<file path="src/rtl/cpu_pkg.sv">
// Shared CPU definitions: fetch FSM states, instruction size and the NOP
// encoding placed on the IF/ID register when it holds no live instruction.
package cpu_pkg;

  typedef enum logic [1:0] {
    S_RESET,
    S_FETCH,
    S_BUFFERED
  } fetch_state_t;

  localparam int unsigned INSTR_BYTES = 4;
  localparam logic [31:0] NOP_INSTR   = 32'h0000_0013;

endpackage

</file>
<file path="src/rtl/adder_64.sv">
// 64-bit ripple-carry adder; the carry out is discarded, so results wrap silently.
module adder_64 (
  input  logic [63:0] a,
  input  logic [63:0] b,
  output logic [63:0] sum
);

  logic carry;

  always_comb begin
    sum   = '0;
    carry = 1'b0;
    for (int i = 0; i < 64; i++) begin
      sum[i] = a[i] ^ b[i] ^ carry;
      carry  = (a[i] & b[i]) | (carry & (a[i] ^ b[i]));
    end
  end

endmodule

</file>
<file path="src/rtl/if_fetch_stage.sv">
// Instruction-fetch stage: owns the PC, drives the req/ack instruction memory
// port and fills the IF/ID register, with a one-entry skid buffer for stalls.
module if_fetch_stage
  import cpu_pkg::*;
#(
  parameter logic [63:0] RESET_PC = 64'h0,
  parameter int          INSTR_W  = 32
) (
  input  logic               clk,
  input  logic               reset_n,
  output logic               imem_req,
  output logic [63:0]        imem_addr,
  input  logic               imem_ack,
  input  logic [INSTR_W-1:0] imem_rdata,
  input  logic               stall,
  input  logic               redirect_valid,
  input  logic [63:0]        redirect_base,
  input  logic [63:0]        redirect_offset,
  output logic               out_valid,
  output logic [INSTR_W-1:0] out_instr,
  output logic [63:0]        out_pc,
  output logic [63:0]        out_pc_plus4
);

  localparam logic [INSTR_W-1:0] NOP = INSTR_W'(NOP_INSTR);

  fetch_state_t       state_q, state_d;
  logic [63:0]        pc_q, pc_d;
  logic [63:0]        pending_pc_q, pending_pc_d;
  logic               discard_q, discard_d;
  logic               out_valid_q, out_valid_d;
  logic [INSTR_W-1:0] out_instr_q, out_instr_d;
  logic [63:0]        out_pc_q, out_pc_d;
  logic [63:0]        out_pc4_q, out_pc4_d;
  logic [INSTR_W-1:0] skid_instr_q, skid_instr_d;
  logic [63:0]        skid_pc_q, skid_pc_d;
  logic [63:0]        skid_pc4_q, skid_pc4_d;

  logic [63:0] pc_inc;
  logic [63:0] offset_shifted;
  logic [63:0] target;
  logic        slot_free;

  assign offset_shifted = redirect_offset << 2;

  adder_64 u_pc_inc (
    .a   (pc_q),
    .b   (64'(INSTR_BYTES)),
    .sum (pc_inc)
  );

  adder_64 u_target (
    .a   (redirect_base),
    .b   (offset_shifted),
    .sum (target)
  );

  assign slot_free    = !out_valid_q || !stall;
  assign imem_req     = (state_q == S_FETCH);
  assign imem_addr    = pc_q;
  assign out_valid    = out_valid_q;
  assign out_instr    = out_instr_q;
  assign out_pc       = out_pc_q;
  assign out_pc_plus4 = out_pc4_q;

  // Redirect beats ack and stall; an in-flight request cannot be cancelled,
  // so its data is dropped and the target waits in pending_pc.
  always_comb begin
    state_d      = state_q;
    pc_d         = pc_q;
    pending_pc_d = pending_pc_q;
    discard_d    = discard_q;
    out_valid_d  = out_valid_q;
    out_instr_d  = out_instr_q;
    out_pc_d     = out_pc_q;
    out_pc4_d    = out_pc4_q;
    skid_instr_d = skid_instr_q;
    skid_pc_d    = skid_pc_q;
    skid_pc4_d   = skid_pc4_q;

    case (state_q)
      S_RESET: state_d = S_FETCH;

      S_FETCH: begin
        if (redirect_valid) begin
          out_valid_d = 1'b0;
          out_instr_d = NOP;
          if (imem_ack) begin
            pc_d      = target;
            discard_d = 1'b0;
          end else begin
            pending_pc_d = target;
            discard_d    = 1'b1;
          end
        end else begin
          if (slot_free) begin
            out_valid_d = 1'b0;
            out_instr_d = NOP;
          end
          if (imem_ack && discard_q) begin
            pc_d      = pending_pc_q;
            discard_d = 1'b0;
          end else if (imem_ack) begin
            pc_d = pc_inc;
            if (slot_free) begin
              out_valid_d = 1'b1;
              out_instr_d = imem_rdata;
              out_pc_d    = pc_q;
              out_pc4_d   = pc_inc;
            end else begin
              skid_instr_d = imem_rdata;
              skid_pc_d    = pc_q;
              skid_pc4_d   = pc_inc;
              state_d      = S_BUFFERED;
            end
          end
        end
      end

      S_BUFFERED: begin
        if (redirect_valid) begin
          out_valid_d = 1'b0;
          out_instr_d = NOP;
          pc_d        = target;
          state_d     = S_FETCH;
        end else if (slot_free) begin
          out_valid_d = 1'b1;
          out_instr_d = skid_instr_q;
          out_pc_d    = skid_pc_q;
          out_pc4_d   = skid_pc4_q;
          state_d     = S_FETCH;
        end
      end

      default: state_d = S_RESET;
    endcase
  end

  always_ff @(posedge clk or negedge reset_n) begin
    if (!reset_n) begin
      state_q      <= S_RESET;
      pc_q         <= RESET_PC;
      pending_pc_q <= '0;
      discard_q    <= 1'b0;
      out_valid_q  <= 1'b0;
      out_instr_q  <= '0;
      out_pc_q     <= '0;
      out_pc4_q    <= '0;
      skid_instr_q <= '0;
      skid_pc_q    <= '0;
      skid_pc4_q   <= '0;
    end else begin
      state_q      <= state_d;
      pc_q         <= pc_d;
      pending_pc_q <= pending_pc_d;
      discard_q    <= discard_d;
      out_valid_q  <= out_valid_d;
      out_instr_q  <= out_instr_d;
      out_pc_q     <= out_pc_d;
      out_pc4_q    <= out_pc4_d;
      skid_instr_q <= skid_instr_d;
      skid_pc_q    <= skid_pc_d;
      skid_pc4_q   <= skid_pc4_d;
    end
  end

endmodule

</file>
<file path="config.mk">
export PLATFORM = sky130hd
export DESIGN_NAME = if_fetch_stage
export DESIGN_NICKNAME = d
export VERILOG_FILES = /design/src/rtl/cpu_pkg.sv /design/src/rtl/adder_64.sv /design/src/rtl/if_fetch_stage.sv
export SDC_FILE = /design/constraint.sdc
export NUM_CORES = 1
export LEC_CHECK = 0
export ABC_AREA = 1
export CAP_MARGIN = 20
export CORE_ASPECT_RATIO = 0.5
export CORE_MARGIN = 5
export CORE_UTILIZATION = 54
export DETAILED_ROUTE_END_ITERATION = 10
export PLACE_DENSITY = 0.81
export SLEW_MARGIN = 20
export SYNTH_ARGS = -nofsm -noshare
export SYNTH_HDL_FRONTEND = slang
export SYNTH_SLANG_ARGS = --single-unit
export TNS_END_PERCENT = 100
</file>
<file path="constraint.sdc">
create_clock -name clk -period 13.9 [get_ports clk]
set_clock_uncertainty 0.15 [all_clocks]
set_input_delay 2.78 -clock clk [delete_from_list [all_inputs] [get_ports clk]]
set_output_delay 2.78 -clock clk [all_outputs]
set_load 0.05 [all_outputs]
</file>
==> summary.md <==
| Metric | Value |
|---|---|
| ANT cells | `0` |
| Commonest non-fill, non-tap cell in the layout | `nand2_1` |
| Antenna Nets Post-Route | `0` |
| Initial antenna violation count | `0` |
| Total power draw | `7.11 mW` |
| Seq/Total Area, Yosys | `50.1%` |
| FILL cells | `3,151` |
| P per Cell Area | `253 nW/um2` |
| CP most frequent cell | `fa_2` |
| CTS root buf | `clkbuf_16` |
| Layout cells sized above 1 | `6.59%` |
| Clock Pin Slew Worst Setup and Hold Paths | `0.06 ns` |
| CP Buf/Inv Count | `4` |
| Final Hold Vio Count | `0` |
| Mapped Avg Cell Area | `8.13 um2` |
| Critical Path Fanout Max | `2` |
| Gate power share | `51.5%` |
| Synth Warn # | `0` |
| Synth Flop Type | `dfrtp_1` |
| FMAX | `41.3 MHz` |
| Reg power frac | `31.7%` |
| Largest delay share family, worst path | `adder cells` |
| Critical path endpoint category | `register` |
| Num CTS Buffers | `42` |
| Met2 Resource Use GR | `46.9%` |
| Final period util | `174%` |
| Area of the multi-input gates | `9870 um2` |
| Core area | `40,700 um2` |
| Largest net degree at the start of global routing | `152` |
| Max clock buf depth | `3` |
| Unrepaired setup endpoints after global routing | `true` |
| GRT busiest layer | `met2` |
| Asr flop ratio synth | `100%` |
| Synthesized flop and latch total | `448` |
| WP data arrival | `24.56 ns` |
| Reg2reg end | `out_pc_plus4[63]` |
| Total Routed Length | `62,200 um` |
| Met1 Use GR | `34.1%` |
| Worst VDD drop | `0.000148 V` |
| IO Port Bufs | `388` |
| Initial core utilization | `55.0%` |
| Number of flops mapped to enable cells by yosys | `0` |
| Slowest-stage cell, CP | `fa_2` |
| DRC errors left | `0` |
| R2r setup slk | `1.18 ns` |
| CP max stage delay | `0.53 ns` |
| Met3 Usage GRT | `3.38%` |
| Routability Congestion | `0.849` |
| Hold Startpoint | `out_pc_plus4[4]` |
| Mapped Cells | `2,749` |
| Layout Nets | `3,340` |
| Syn Nets | `3,039` |
| Setup slack after layout | `-10.33 ns` |
| Hold endpoint | `out_pc_plus4[4]` |
| LEAKAGE | `14.0 nW` |
| Status | `complete, but fails checks` |
| Worst reg2reg path startpoint | `imem_addr[2]` |
| Switching part of the total | `47.6%` |
| Pint | `3.73 mW` |
| Wire length per cell | `17.2 um` |
| Vias in the first global route | `18,788` |
| Vias/cell | `5.31` |
| Worst hold stages | `2` |
| Final-report max-slew violation count | `0` |
| Max Cap Viol | `0` |
| Worst-skew pair later-pin latency | `0.55 ns` |
| Period minus WS final | `24.23 ns` |
| Worst Max-Slew Pin Slew | `1.14 ns` |
| Vias | `19,216` |
| Critical path type | `in2reg` |
| Net switching power | `3.39 mW` |
| Gr usage total | `26.5%` |
| CTS tree | `done` |
| Failing checks | `setup timing` |
| Slew headroom | `24.2%` |
| Synthesized area | `22,400 um2` |
| TritonRoute pass-1 iters | `7` |
| IO Pins | `391` |
| First-pass GRT wire length | `99,600 um` |
| Critical Path Stages | `68` |
| Die footprint | `45,800 um2` |
| Die Y-Extent | `154 um` |
| Worst R2R Path Depth | `67` |
| CP Launch Type | `primary input` |
| FF/Latch Area | `11,200 um2` |
| Worst slack, placed | `-11.22 ns` |
| Initial DRC Count | `1,538` |
| CP required | `14.23 ns` |
| Clock power share | `16.8%` |
| Final setup viols | `61` |
| GRT overflow | `0` |
| Most frequent cells in the layout | `nand2_1, dfrtp_1, clkdlybuf4s50_1` |
| Hold Path Class | `reg2reg` |
| H-tree Lvls | `2` |
| Num Clock Sinks | `448` |
| Site Rows | `52` |
| Area growth from synthesis to layout | `25.8%` |
| Die width | `298 um` |
| Synth cell types | `25` |
| DP HPWL | `40,900 um` |
==> worst reg2reg max path, delay by kind of cell, from the launching register on <==
kind | cells | cell delay, ns
flip-flops | 1 | 0.42
AND/OR/NAND/NOR | 4 | 0.39
adder cells (fa/ha/maj) | 60 | 11.39
AO/OA/AOI/OAI | 1 | 0.16
buffers and inverters | 2 | 0.14
==> per-layer routing <==
layer | wire length (um) | share of wire, % | vias up
met4 | 2180 | 3.5 | 0
li1 | - | - | 9168
met5 | 0 | 0 | -
met2 | 31600 | 51 | 600
met1 | 25400 | 41 | 9318
met3 | 3130 | 5.0 | 130
==> metrics by stage <==
step / instances / instance area [um2] / hold slack (ns) / TNS [ns] / utilization [%]
after floorplan: 2749 / 22500 / 0.292 / -320.28 / -
after global placement: 3544 / 26600 / 0.303 / -385.54 / 65.5
after detailed placement: 3544 / 26600 / 0.307 / -393.37 / 65.5
after CTS: 3618 / 28100 / 0.323 / -333.73 / 69.0
after global routing: 3619 / 28100 / 0.338 / -354.07 / 69.2
final: 3619 / 28100 / 0.320 / -333.30 / 69.2
==> power groups by stage <==
stage               logic (mW)  registers [mW]  clock network (mW)
CTS                       3.68            2.25                1.21
floorplan                 1.39            3.26                   0
global route              3.97            2.32                1.27
global placement          3.57            2.24                   0
finish                    3.66            2.26                1.19
detailed placement        3.65            2.26                   0
==> synthesized netlist by cell type, types with 37 or more instances <==
master / n / area [um2]
a21boi_0: 37 / 278
a21oi_1: 44 / 220
buf_2: 54 / 270
clkbuf_1: 86 / 323
dfrtp_1: 448 / 11200
fa_1: 60 / 1200
ha_1: 65 / 813
inv_1: 219 / 822
nand2_1: 1186 / 4450
nand3_1: 41 / 205
nor2_1: 105 / 394
o211ai_1: 37 / 278
o21ai_0: 289 / 1450
o21ai_1: 41 / 205
==> flip-flops by register name, indices dropped and copies added (netlist names) <==
signal,count
pending_pc_q,64
skid_pc4_q,62
skid_instr_q,32
out_pc_plus4,62
out_instr,32
out_valid,1
discard_q,1
state_q,2
skid_pc_q,64
out_pc,64
imem_addr,64
==> logic make-up after synthesis <==
| family | synth area share (%) |
|---|---|
| AND/OR/NAND/NOR | 22.9 |
| buffers and inverters | 6.92 |
| adder cells (fa/ha/maj) | 9.01 |
| flip-flops | 50.1 |
| AO/OA/AOI/OAI | 11.0 |
==> layout make-up <==
class,count,area share [%]
clock buffer,65,4.70
tap,540,2.40
inverter,224,3.00
timing repair buffer,414,14.6
multi-input combinational,1920,35.1
sequential,448,39.9
clock inverter,8,0.334
==> worst max path at each step <==
stage                          start       endpoint  slack (ns)
global placement    redirect_base[2]  imem_addr[62]      -11.12
floorplan           redirect_base[2]  imem_addr[62]       -9.95
global route        redirect_base[2]  imem_addr[62]      -10.77
CTS                 redirect_base[2]  imem_addr[62]      -10.31
finish              redirect_base[2]  imem_addr[62]      -10.33
detailed placement  redirect_base[2]  imem_addr[62]      -11.22
==> what timing repair did <==
item                                    in CTS  in global routing
buffers inserted                             1                  1
endpoints found under the setup margin      64                 63
gates resized for setup                     34                 13
pin swaps                                    9                  9
hold buffers                                 0                  0
hold endpoints to repair                     0                  0
No activity file was read; power rests on OpenSTA's default activity.
